`src/rtl/ex_mem_pkg.sv`:
```
// Shared definitions for the EX/MEM pipeline register: default widths,
// control-bit positions inside the memory and write-back control fields,
// and the packed payload layout carried from EX to MEM.
package ex_mem_pkg;

    localparam int unsigned DATA_W_DEF = 32;
    localparam int unsigned RA_W_DEF   = 5;
    localparam int unsigned WB_W_DEF   = 2;
    localparam int unsigned MEM_W_DEF  = 2;

    // Bit positions inside mem control and wb control
    localparam int unsigned MEM_WRITE_BIT = 1;
    localparam int unsigned MEM_READ_BIT  = 0;
    localparam int unsigned REG_WRITE_BIT = 0;

    // Payload at default widths; field order matches the packing in ex_mem_pipe
    typedef struct packed {
        logic [WB_W_DEF-1:0]   wb;
        logic [MEM_W_DEF-1:0]  mem;
        logic [DATA_W_DEF-1:0] alu;
        logic [DATA_W_DEF-1:0] wdata;
        logic [RA_W_DEF-1:0]   rd;
    } ex_mem_payload_t;

    localparam int unsigned PAYLOAD_W_DEF = $bits(ex_mem_payload_t);

endpackage

```
`src/rtl/skid_buffer.sv`:
```
// Two-entry skid buffer (main + skid) with a fully registered in_ready.
// Ports:
//   clk, reset        clock, asynchronous active-low reset
//   flush             drop everything held plus the same-cycle input
//   in_valid/in_ready/in_data     upstream handshake and payload
//   out_valid/out_ready/out_data  downstream handshake and payload
module skid_buffer #(
    parameter int unsigned W = 8
) (
    input  logic         clk,
    input  logic         reset,
    input  logic         flush,
    input  logic         in_valid,
    output logic         in_ready,
    input  logic [W-1:0] in_data,
    output logic         out_valid,
    input  logic         out_ready,
    output logic [W-1:0] out_data
);

    logic         main_valid, main_valid_d;
    logic         skid_valid, skid_valid_d;
    logic         ready_q, ready_d;
    logic [W-1:0] main_data, main_data_d;
    logic [W-1:0] skid_data, skid_data_d;

    logic accept;
    logic drain;
    logic main_free;

    // ready_q is registered so out_ready never reaches in_ready combinationally
    assign accept    = in_valid & ready_q & ~flush;
    assign drain     = main_valid & out_ready;
    assign main_free = ~main_valid | drain;

    // Next-state for both entries; payloads only change when an entry loads
    always_comb begin
        main_valid_d = main_valid;
        skid_valid_d = skid_valid;
        main_data_d  = main_data;
        skid_data_d  = skid_data;

        if (flush) begin
            main_valid_d = 1'b0;
            skid_valid_d = 1'b0;
        end else if (main_free) begin
            if (skid_valid) begin
                main_valid_d = 1'b1;
                main_data_d  = skid_data;
                skid_valid_d = accept;
                if (accept) begin
                    skid_data_d = in_data;
                end
            end else if (accept) begin
                main_valid_d = 1'b1;
                main_data_d  = in_data;
            end else begin
                main_valid_d = 1'b0;
            end
        end else if (accept) begin
            // main is stalled, so the accepted word parks in the skid entry
            skid_valid_d = 1'b1;
            skid_data_d  = in_data;
        end

        ready_d = ~skid_valid_d;
    end

    // State registers
    always_ff @(posedge clk or negedge reset) begin
        if (!reset) begin
            main_valid <= 1'b0;
            skid_valid <= 1'b0;
            ready_q    <= 1'b1;
            main_data  <= '0;
            skid_data  <= '0;
        end else begin
            main_valid <= main_valid_d;
            skid_valid <= skid_valid_d;
            ready_q    <= ready_d;
            main_data  <= main_data_d;
            skid_data  <= skid_data_d;
        end
    end

    assign in_ready  = ready_q;
    assign out_valid = main_valid;
    assign out_data  = main_data;

endmodule

```
`src/rtl/ex_mem_pipe.sv`:
```
// EX/MEM pipeline register built on a skid buffer, with bubble gating of
// side-effecting controls and a forwarding tap for EX operand bypass.
// Ports:
//   clk, reset                     clock, asynchronous active-low reset
//   in_valid/in_ready              EX-side handshake
//   wb_in, mem_in, alu_in, wdata_in, rd_in   EX payload
//   flush                          discard held and incoming instructions
//   out_valid/out_ready            MEM-side handshake
//   wb_out, mem_we, mem_re, alu_out, wdata_out, rd_out   MEM payload
//   fwd_en, fwd_rd, fwd_data       forwarding tap
module ex_mem_pipe
    import ex_mem_pkg::*;
#(
    parameter int unsigned DATA_W = DATA_W_DEF,
    parameter int unsigned RA_W   = RA_W_DEF,
    parameter int unsigned WB_W   = WB_W_DEF,
    parameter int unsigned MEM_W  = MEM_W_DEF
) (
    input  logic              clk,
    input  logic              reset,
    input  logic              in_valid,
    output logic              in_ready,
    input  logic [WB_W-1:0]   wb_in,
    input  logic [MEM_W-1:0]  mem_in,
    input  logic [DATA_W-1:0] alu_in,
    input  logic [DATA_W-1:0] wdata_in,
    input  logic [RA_W-1:0]   rd_in,
    input  logic              flush,
    output logic              out_valid,
    input  logic              out_ready,
    output logic [WB_W-1:0]   wb_out,
    output logic              mem_we,
    output logic              mem_re,
    output logic [DATA_W-1:0] alu_out,
    output logic [DATA_W-1:0] wdata_out,
    output logic [RA_W-1:0]   rd_out,
    output logic              fwd_en,
    output logic [RA_W-1:0]   fwd_rd,
    output logic [DATA_W-1:0] fwd_data
);

    localparam int unsigned PAYLOAD_W = WB_W + MEM_W + 2 * DATA_W + RA_W;

    logic [PAYLOAD_W-1:0] in_payload;
    logic [PAYLOAD_W-1:0] out_payload;
    logic                 held_valid;
    logic [WB_W-1:0]      wb_q;
    logic [MEM_W-1:0]     mem_q;

    assign in_payload = {wb_in, mem_in, alu_in, wdata_in, rd_in};

    skid_buffer #(
        .W (PAYLOAD_W)
    ) u_skid (
        .clk       (clk),
        .reset     (reset),
        .flush     (flush),
        .in_valid  (in_valid),
        .in_ready  (in_ready),
        .in_data   (in_payload),
        .out_valid (held_valid),
        .out_ready (out_ready),
        .out_data  (out_payload)
    );

    assign {wb_q, mem_q, alu_out, wdata_out, rd_out} = out_payload;

    // Payload registers keep stale values after drain/flush, so controls
    // with side effects are masked to make a bubble harmless
    assign out_valid = held_valid;
    assign wb_out    = held_valid ? wb_q : '0;
    assign mem_we    = held_valid & mem_q[MEM_WRITE_BIT];
    assign mem_re    = held_valid & mem_q[MEM_READ_BIT];

    // x0 is hardwired zero, so writes to it are never forwarded
    assign fwd_en   = held_valid & wb_q[REG_WRITE_BIT] & (rd_out != '0);
    assign fwd_rd   = rd_out;
    assign fwd_data = alu_out;

endmodule

```
`config.mk`:
```
export PLATFORM = sky130hd
export DESIGN_NAME = ex_mem_pipe
export DESIGN_NICKNAME = d
export VERILOG_FILES = /design/src/rtl/ex_mem_pkg.sv /design/src/rtl/skid_buffer.sv /design/src/rtl/ex_mem_pipe.sv
export SDC_FILE = /design/constraint.sdc
export NUM_CORES = 1
export LEC_CHECK = 0
export ABC_AREA = 0
export BUFFER_PORTS_ARGS = -buffer_cell sky130_fd_sc_hd__buf_2
export CORE_MARGIN = 2
export CORE_UTILIZATION = 57
export DETAILED_ROUTE_END_ITERATION = 16
export PLACE_DENSITY_LB_ADDON = 0.1
export REMOVE_ABC_BUFFERS = 1
export SYNTH_ARGS = -nofsm -noshare
export SYNTH_HDL_FRONTEND = slang
export SYNTH_SLANG_ARGS = --single-unit
export TNS_END_PERCENT = 30
```
`constraint.sdc`:
```
create_clock -name clk -period 2.4 [get_ports clk]
set_input_delay 0 -clock clk [delete_from_list [all_inputs] [get_ports clk]]
set_output_delay 0 -clock clk [all_outputs]
set_load 0.03 [all_outputs]
```
==> results.txt, run 1 <==
Sequential share of the synthesized area: 51.3%
Sw Ratio: 31.7%
Detailed-route via count: 4319
Mean number of vias per cell: 5.03
Final worst path period need: 1890 ps
Io pins: 191
Worst Setup Start Kind: register
FMAX: 528 MHz
Placed cells: 754
Proportion of layout cells with a drive suffix above 1: 62.9%
Routed wire length: 13800 µm
Max clock buf depth: 2
DRC violations left: 0
Finished Layout Cells: 859
CTS tree: built
CTS H-tree lvls: 4
Crit path DAT: 2190 ps
Worst Setup End Kind: register
Flop pwr share: 42.4%
GRT overflow: 0
Initial antenna violation count: 0
Critical path's slowest cell: o2111ai_4
Fillers: 872
Die area: 13700 µm²
Worst Setup Path Type: reg2reg
Diodes inserted: 0
Status: completed
TritonRoute pass-1 iters: 4
DR top layer: met4
Fin. max-slew vios: 0
M1 wire length: 5980 µm
Top FF cell, synth: dfrtp_1
Largest net degree at the start of global routing: 78
Cts bufs inserted: 17
Peak VDD IR: 0.645 mV
Worst-Skew Late Latency: 420 ps
Clock Skew: 7.31 ps
Post_cts resized: 0
DR WL met2: 6810 µm
Vias in the first global route: 4441
P_int: 5670 µW
Combinational Power Share: 27.9%
Core Region: 12500 µm²
Avg WL per Cell: 16.0 µm
Total GRT Usage: 21.0%
Leak pwr: 0.00412 µW
Post-Syn Area per Cell: 14.2 µm²
Commonest non-fill, non-tap cell in the layout: mux2_2
Die Ht: 117 µm
Drt initial violations: 226
Post-route design area: 8920 µm²
Post-synth EDFFs: 0
Synth Instances: 513
Fin crit share: 78.8%
Ys Warns: 0
Commonest cells after routing, fill and taps aside: 203 x mux2_2, 189 x buf_2, 147 x dfrtp_1
Clk slew on worst S/H paths: 60 ps
Largest stage delay, worst path: 450 ps
Final Hold Viols: 0
Initial cell density of the core: 58.1%
RSZ-0062 raised after global routing: false
P per Cell Area: 929 nW/µm²
Synthesized area: 7270 µm²
Distinct cells, synth: 20
WP data required: 2700 ps
Worst Tran Pin Value: 729 ps
WL met3: 837 µm
Area after DPL: 7620 µm²
Routed Antenna Nets: 0
GPL Wtd Cong: 0.754
Max_slew headroom: 51.4%
Final setup violation count: 0
Area grow syn2layout: 22.7%
Min-delay worst type: in2reg
Die Width: 117 µm
Sink Count: 149
First-pass GRT wire length: 21800 µm
Cell Rows: 41
CP Cell Sequence: and2b_4 > o2111ai_4 > buf_12 > mux2_2
Maximum fanout along the worst path: 31
Max_cap viols: 0
Root buf cell: clkbuf_16
Clock share of power: 29.6%
Nets@finish: 755
Switching pwr: 2630 µW
Buffers on Ports: 190
Synth async-reset ratio: 100%
#FFs+latches synth: 149
Post-DP HPWL: 8460 µm
-- metal layers --
layer	vias up	track usage (%)
met5	-	0
met4	0	6.12
met3	14	6.85
met2	140	34.8
met1	2161	26.4
li1	2004	-
-- cell families after synthesis --
logic type | count (synthesis) | share of synthesized area (%)
AO/OA/AOI/OAI | 4 | 0.447
buffers and inverters | 130 | 13.3
flip-flops | 149 | 51.3
multiplexers | 219 | 33.9
AND/OR/NAND/NOR | 11 | 1.10
-- power groups by stage --
stage          clock network [µW]  logic, µW  registers (µW)
2_1_floorplan                   0        756            4280
3_3_place_gp                    0       2180            3510
3_5_place_dp                    0       2230            3550
4_1_cts                      2510       2340            3510
5_1_grt                      2630       2480            3610
6_report                     2460       2320            3520
-- worst max-delay path: cells and delay by family (launching register included) --
| family | cells | cell delay, ps |
|---|---|---|
| AOI/OAI and AO/OA | 1 | 450 |
| buffers and inverters | 1 | 280 |
| DFF | 1 | 440 |
| muxes | 1 | 370 |
| and+or+nand+nor | 1 | 220 |
-- cell usage after synthesis, types with 2 or more instances --
cell type / instances / area share, %
a21oi_1: 2 / 0.14
buf_1: 3 / 0.15
and2_1: 5 / 0.43
mux2_2: 203 / 31
mux2_1: 16 / 2.5
dfrtp_1: 148 / 51
buf_2: 7 / 0.48
buf_6: 7 / 1.1
buf_4: 111 / 11
-- path summary, 6_finish.rpt --
| kind | start | endpoint | slack (ps) | depth (start not counted) |
|---|---|---|---|---|
| max in group asynchronous | reset | u_skid.out_data[66] | 1430 | 3 |
| min reg2reg | u_skid.skid_data[4] | u_skid.skid_data[4] | 500 | 1 |
| min | out_ready | u_skid.skid_valid | 70 | 4 |
| max reg2reg | u_skid.out_valid | u_skid.skid_data[37] | 510 | 4 |
| min in group asynchronous | reset | u_skid.out_data[67] | 160 | 2 |
| max | u_skid.out_valid | u_skid.skid_data[37] | 510 | 4 |
-- final cells by class --
type | count | area (µm²) | share of cell area (%)
flip-flops and latches | 149 | 3730 | 41.8
multi-input cells | 234 | 2590 | 29.0
repair buffers | 274 | 1840 | 20.6
clock buffers | 24 | 492 | 5.51
well taps | 172 | 215 | 2.41
clock inverters | 5 | 50.0 | 0.561
inverters | 1 | 3.75 | 0.0421
-- metrics by stage --
stage               power, µW  setup WS, ps  hold WS [ps]  setup TNS [ps]  utilization, %
finish                   8290           508          70.6               0            71.3
global route             8720           423          89.1               0            71.3
CTS                      8360           498          50.8               0            71.3
detailed placement       5780           511          82.8               0            60.9
global placement         5690           552          69.1               0            60.9
floorplan                5030         -2060          -296         -303680               -
-- registers in the layout (all words and copies together), names as in the netlist --
signal / cells
u_skid.skid_valid: 1
u_skid.out_data: 73
u_skid.in_ready: 1
u_skid.skid_data: 73
u_skid.out_valid: 1
-- timing repair --
item / CTS / global route
setup endpoints to repair: 0 / 0
hold endpoints to repair: 222 / 0
hold buffers: 76 / 0
setup buffers: 0 / 0
No activity file was read; power rests on OpenSTA's default activity.
==> run 2, diff against run 1 <==
--- a/config.mk
+++ b/config.mk
@@ -5,10 +5,10 @@
 export SDC_FILE = /design/constraint.sdc
 export NUM_CORES = 1
 export LEC_CHECK = 0
-export ABC_AREA = 0
+export ABC_AREA = 1
 export BUFFER_PORTS_ARGS = -buffer_cell sky130_fd_sc_hd__buf_2
 export CORE_MARGIN = 2
-export CORE_UTILIZATION = 57
+export CORE_UTILIZATION = 54
 export DETAILED_ROUTE_END_ITERATION = 16
 export PLACE_DENSITY_LB_ADDON = 0.1
 export REMOVE_ABC_BUFFERS = 1
==> constraint.sdc (replaced) <==
create_clock -name clk -period 1.8 [get_ports clk]
set_input_delay 0 -clock clk [delete_from_list [all_inputs] [get_ports clk]]
set_output_delay 0 -clock clk [all_outputs]
set_load 0.03 [all_outputs]
==> results.txt, run 2 <==
Status: completed (unchanged)
Synth Instances: 1003 (was 513)
Mean number of vias per cell: 5.00 (was 5.03)
Total GRT Usage: 25.8% (was 21.0%)
Distinct cells, synth: 13 (was 20)
Worst Setup Start Kind: register (unchanged)
RSZ-0062 raised after global routing: false (unchanged)
P per Cell Area: 1210 nW/µm² (was 929 nW/µm²)
Synth async-reset ratio: 100% (unchanged)
Worst Tran Pin Value: 562 ps (was 729 ps)
Ys Warns: 0 (unchanged)
Buffers on Ports: 190 (unchanged)
Fin. max-slew vios: 0 (unchanged)
Avg WL per Cell: 14.1 µm (was 16.0 µm)
Die Width: 123 µm (was 117 µm)
GRT overflow: 0 (unchanged)
First-pass GRT wire length: 30500 µm (was 21800 µm)
DR WL met2: 8980 µm (was 6810 µm)
Crit path DAT: 1890 ps (was 2190 ps)
Final Hold Viols: 0 (unchanged)
Die area: 15100 µm² (was 13700 µm²)
Setup_tns: 0 ps (unchanged)
Synth area leader: dfrtp_1 (unchanged)
Die Ht: 123 µm (was 117 µm)
Max_cap viols: 0 (unchanged)
Root buf cell: clkbuf_16 (unchanged)
Worst hold slack: 124 ps (was 70.6 ps)
Max_slew headroom: 62.5% (was 51.4%)
Commonest cells after routing, fill and taps aside: 519 x nand2_1, 189 x buf_2, 147 x dfrtp_1 (was 203 x mux2_2, 189 x buf_2, 147 x dfrtp_1)
Pwr Total: 11300 µW (was 8290 µW)
Routed wire length: 18800 µm (was 13800 µm)
Sw Ratio: 34.1% (was 31.7%)
Max clock buf depth: 2 (unchanged)
Synthesized area: 7650 µm² (was 7270 µm²)
Placed cells: 1223 (was 754)
Core Region: 13900 µm² (was 12500 µm²)
Initial cell density of the core: 55.1% (was 58.1%)
Post-synth EDFFs: 0 (unchanged)
Fin crit share: 85.1% (was 78.8%)
Proportion of layout cells with a drive suffix above 1: 21.5% (was 62.9%)
Post-DP HPWL: 10500 µm (was 8460 µm)
Worst Setup Path Type: reg2reg (unchanged)
DRC violations left: 0 (unchanged)
WL met3: 1120 µm (was 837 µm)
Leak pwr: 0.00535 µW (was 0.00412 µW)
Most frequent cells after synthesis: 522 x nand2_1, 148 x dfrtp_1, 147 x nand3_1, 116 x buf_4, 31 x buf_2 (was 203 x mux2_2, 148 x dfrtp_1, 111 x buf_4, 16 x mux2_1)
Area grow syn2layout: 21.9% (was 22.7%)
Nets@finish: 1216 (was 755)
M1 wire length: 8430 µm (was 5980 µm)
FMAX: 653 MHz (was 528 MHz)
Combinational Power Share: 26.2% (was 27.9%)
Final worst path period need: 1530 ps (was 1890 ps)
Diodes inserted: 0 (unchanged)
Post-synth top area share: 48.4% (was 50.9%)
Peak VDD IR: 0.603 mV (was 0.645 mV)
Worst Setup End Kind: register (unchanged)
Maximum fanout along the worst path: 30 (was 31)
Detailed-route via count: 6654 (was 4319)
Clock share of power: 32.5% (was 29.6%)
Largest net degree at the start of global routing: 75 (was 78)
Initial antenna violation count: 0 (unchanged)
Clock Skew: 8.93 ps (was 7.31 ps)
TritonRoute pass-1 iters: 5 (was 4)
Commonest non-fill, non-tap cell in the layout: nand2_1 (was mux2_2)
Post-CTS Setup Repair Bufs: 0 (unchanged)
Top-count cell post-synth: nand2_1 (was mux2_2)
Finished Layout Cells: 1331 (was 859)
Min-delay worst type: in2async (was in2reg)
DR top layer: met4 (unchanged)
CTS H-tree lvls: 4 (unchanged)
GPL Wtd Cong: 0.776 (was 0.754)
#FFs+latches synth: 149 (unchanged)
Switching pwr: 3850 µW (was 2630 µW)
Post-Syn Area per Cell: 7.62 µm² (was 14.2 µm²)
Vias in the first global route: 6152 (was 4441)
Drt initial violations: 570 (was 226)
WP data required: 2160 ps (was 2700 ps)
Routed Antenna Nets: 0 (unchanged)
Top FF cell, synth: dfrtp_1 (unchanged)
Cell Rows: 43 (was 41)
Cts bufs inserted: 17 (unchanged)
Top post-synthesis cells by area: dfrtp_1 48%, nand2_1 26%, buf_4 11% (was dfrtp_1 51%, mux2_2 31%, buf_4 11%)
P_int: 7430 µW (was 5670 µW)
CTS tree: built (unchanged)
Clk slew on worst S/H paths: 60 ps (about the same)
Flop pwr share: 41.3% (was 42.4%)
Sink Count: 149 (unchanged)
Io pins: 191 (unchanged)
Sequential share of the synthesized area: 48.8% (was 51.3%)
Final setup violation count: 0 (unchanged)
Worst-Skew Late Latency: 420 ps (about the same)
[run 2: cell count changes in the layout (fill, tap and decap cells not counted), sizes merged, moves of 2 or more]
cell    before  now
nand2        1  522
mux2       219    0
nand3        1  147
buf        198  209
inv          1    9
and2         5    0
nor2         0    3
o21ai        0    3
bufinv       1    3
clkinv       4    6
[run 2: per-stage QoR]
step	util, %	setup WS [ps]	instance area [µm²]
floorplan	-	-4480	6490
global placement	57.3	320	7950
detailed placement	57.3	277	7950
CTS	67.1	249	9320
global route	67.1	103	9320
finish	67.1	268	9320
[run 2: path summary, 6_finish.rpt]
check                                         from                    to  slack [ps]  cells past startpoint
worst max register to register    u_skid.out_valid  u_skid.skid_data[63]         270                      6
worst min register to register  u_skid.out_data[8]    u_skid.out_data[8]         470                      2
min in group clk                          in_valid  u_skid.skid_data[69]         190                      6
max in group asynchronous                    reset  u_skid.skid_data[47]        1010                      3
worst min-delay path                         reset   u_skid.skid_data[2]         120                      2
worst max-delay path              u_skid.out_valid  u_skid.skid_data[63]         270                      6
[run 2: kinds of logic after synthesis]
| family | share of synthesized area (%) |
|---|---|
| flops | 48.8 |
| simple gates | 35.4 |
| buf+inv | 15.5 |
| compound gates | 0.311 |
[run 2: area by class of cell]
class | count | area (µm²)
flip-flops and latches | 149 | 3730
multi-input cells | 676 | 2760
inverters | 9 | 33.8
repair buffers | 285 | 1960
clock inverters | 9 | 124
clock buffers | 23 | 488
well taps | 180 | 225
fillers | 1228 | 4560
[run 2: critical path: stages, from the launching register on]
cell and delay [ps]:
dfrtp_1 460, nand2_1 190, nand2_2 110, nand2_2 170
buf_4 350, nand2_1 100, nand2_1 80
[run 2: what timing repair did]
| action | 4_1_cts | 5_1_grt |
|---|---|---|
| setup endpoints to repair | 0 | 0 |
| hold buffers | 76 | 0 |
| endpoints found under the hold margin | 234 | 0 |
| gates resized for setup | 0 | 0 |
[run 2: routing by layer]
metal	vias to the layer above	GRT usage [%]
met2	242	41.0
met5	-	0
met3	23	5.12
met4	0	9.66
li1	3276	-
met1	3113	35.0
[run 2: power groups by stage]
stage	clock, µW	sequential [µW]	combinational, µW
floorplan	0	5560	926
global placement	0	4690	2800
detailed placement	0	4690	2840
CTS	3720	4650	2960
global route	3880	4760	3260
finish	3670	4660	2950
==> run 3, diff against run 2 <==
--- a/config.mk
+++ b/config.mk
@@ -6,7 +6,7 @@
 export NUM_CORES = 1
 export LEC_CHECK = 0
 export ABC_AREA = 1
-export BUFFER_PORTS_ARGS = -buffer_cell sky130_fd_sc_hd__buf_2
+export BUFFER_PORTS_ARGS = -buffer_cell sky130_fd_sc_hd__buf_4
 export CORE_MARGIN = 2
 export CORE_UTILIZATION = 54
 export DETAILED_ROUTE_END_ITERATION = 16
==> results.txt, run 3 (same netlist as run 2, synthesis figures left out) <==
Worst hold slack: 19.8 ps (was 124 ps)
CTS tree: built (unchanged)
Root buf cell: clkbuf_16 (unchanged)
Fin crit share: 86.2% (was 85.1%)
Core Region: 13900 µm² (unchanged)
GRT overflow: 0 (unchanged)
Top delay family on crit path: flip-flops (was simple AND/OR/NAND/NOR gates)
TritonRoute pass-1 iters: 5 (unchanged)
Worst Path Buf+Inv: 1 (unchanged)
CP startpoint: u_skid.out_valid (unchanged)
Final worst slack: 249 ps (was 268 ps)
Vias in the first global route: 6282 (was 6152)
Clock Skew: 5.86 ps (was 8.93 ps)
Die Width: 123 µm (unchanged)
FMAX: 645 MHz (was 653 MHz)
Register area: 3730 µm² (unchanged)
Sink Count: 149 (unchanged)
Routed wire length: 19100 µm (was 18800 µm)
Largest net degree at the start of global routing: 75 (unchanged)
Post-Place Worst Slack: 260 ps (was 277 ps)
Post-route design area: 9720 µm² (was 9320 µm²)
Max_cap viols: 0 (unchanged)
Worst Tran Pin Value: 466 ps (was 562 ps)
Avg WL per Cell: 14.4 µm (was 14.1 µm)
WP data required: 2060 ps (was 2160 ps)
Area after DPL: 8410 µm² (was 7950 µm²)
Fin. max-slew vios: 0 (unchanged)
CTS H-tree lvls: 4 (unchanged)
Status: completed (unchanged)
Maximum fanout along the worst path: 74 (was 30)
P per Cell Area: 1160 nW/µm² (was 1210 nW/µm²)
Min-delay worst type: in2reg (was in2async)
Crit path DAT: 1810 ps (was 1890 ps)
Post-DP HPWL: 10800 µm (was 10500 µm)
Final setup violation count: 0 (unchanged)
Worst Setup Path Type: reg2reg (unchanged)
Cts bufs inserted: 17 (unchanged)
Mean number of vias per cell: 5.01 (was 5.00)
Max_slew headroom: 68.9% (was 62.5%)
Footprint of the multi-input gates: 2760 µm² (unchanged)
Max clock buf depth: 2 (unchanged)
Peak VDD IR: 0.684 mV (was 0.603 mV)
Worst Setup Start Kind: register (unchanged)
Nets@finish: 1214 (was 1216)
Diodes inserted: 0 (unchanged)
GPL Wtd Cong: 0.764 (was 0.776)
Buffers on Ports: 190 (unchanged)
Area grow syn2layout: 27.0% (was 21.9%)
RSZ-0062 raised after global routing: false (unchanged)
Final worst path period need: 1550 ps (was 1530 ps)
Worst Setup End Kind: register (unchanged)
Worst-Skew Late Latency: 420 ps (about the same)
Hold path start: out_ready
Detailed-route via count: 6657 (was 6654)
RR Startpoint: u_skid.out_valid (unchanged)
Pwr Total: 11300 µW (about the same)
Routed Antenna Nets: 0 (unchanged)
Clk slew on worst S/H paths: 60 ps (about the same)
Setup_tns: 0 ps (unchanged)
DRC violations left: 0 (unchanged)
Final Hold Viols: 0 (unchanged)
Post_cts resized: 0 (unchanged)
Initial cell density of the core: 55.1% (unchanged)
Largest stage delay, worst path: 460 ps (about the same)
Initial antenna violation count: 0 (unchanged)
Commonest cells after routing, fill and taps aside: 519 x nand2_1, 199 x buf_4, 147 x dfrtp_1 (was 519 x nand2_1, 189 x buf_2, 147 x dfrtp_1)
Cell Rows: 43 (unchanged)
Die Ht: 123 µm (unchanged)
Drt initial violations: 483 (was 570)
Critical path's most frequent cell: nand2_2 (was nand2_1)
Fillers: 1165 (was 1228)
Die area: 15100 µm² (unchanged)
Leak pwr: 0.00544 µW (was 0.00535 µW)
Critical path's slowest cell: dfrtp_1 (unchanged)
Total GRT Usage: 26.4% (was 25.8%)
Commonest non-fill, non-tap cell in the layout: nand2_1 (unchanged)
Proportion of layout cells with a drive suffix above 1: 21.3% (was 21.5%)
First-pass GRT wire length: 31300 µm (was 30500 µm)
Io pins: 191 (unchanged)
CP Cell Sequence: nand2_1 > nand2_2 > nand2_2 > buf_12 > o21ai_0 (was nand2_1 > nand2_2 > nand2_2 > buf_4 > nand2_1 > nand2_1)
run 3: per-layer routing:
metal,GRT usage [%],share of wire (%)
met1,36.3,45
met2,42.5,47
met3,4.66,6.0
met4,8.66,1.4
met5,0,0
run 3: where the power goes:
part | switching, µW | internal (µW)
clock network | 1310 | 2010
logic | 2040 | 1240
registers | 513 | 4170
total | 3860 | 7420
run 3: area by class of cell:
class                      instances  share of cell area (%)
clock buffer                      28                    5.52
clock inverter                     3                   0.155
inverter                           9                   0.348
multi-input combinational        676                    28.4
sequential                       149                    38.4
tap                              180                    2.32
timing repair buffer             283                    24.9
run 3: worst paths after layout:
path	slack, ps	end	cells past startpoint
setup reg to reg	250	u_skid.skid_valid	5
hold / removal	20	u_skid.out_valid	4
hold reg to reg	470	u_skid.skid_data[16]	2
min in group asynchronous	80	u_skid.out_data[72]	2
max in group asynchronous	1040	u_skid.out_data[41]	3
setup / recovery	250	u_skid.skid_valid	5
run 3: repair_timing:
item,in CTS,in global routing
hold endpoints to repair,297,0
hold buffers,75,0
buffers inserted,0,0
run 3: stage by stage:
| stage | util (%) | cells |
|---|---|---|
| 6_report | 70.0 | 1328 |
| 5_1_grt | 70.0 | 1328 |
| 4_1_cts | 70.0 | 1328 |
| 3_5_place_dp | 60.6 | 1222 |
| 3_3_place_gp | 60.6 | 1222 |
| 2_1_floorplan | - | 834 |
run 3: worst reg2reg max path, delay by kind of cell (launching register included):
family	cells	cell delay, ps
AOI/OAI and AO/OA	1	200
buffers and inverters	1	320
DFF	1	460
and+or+nand+nor	3	410
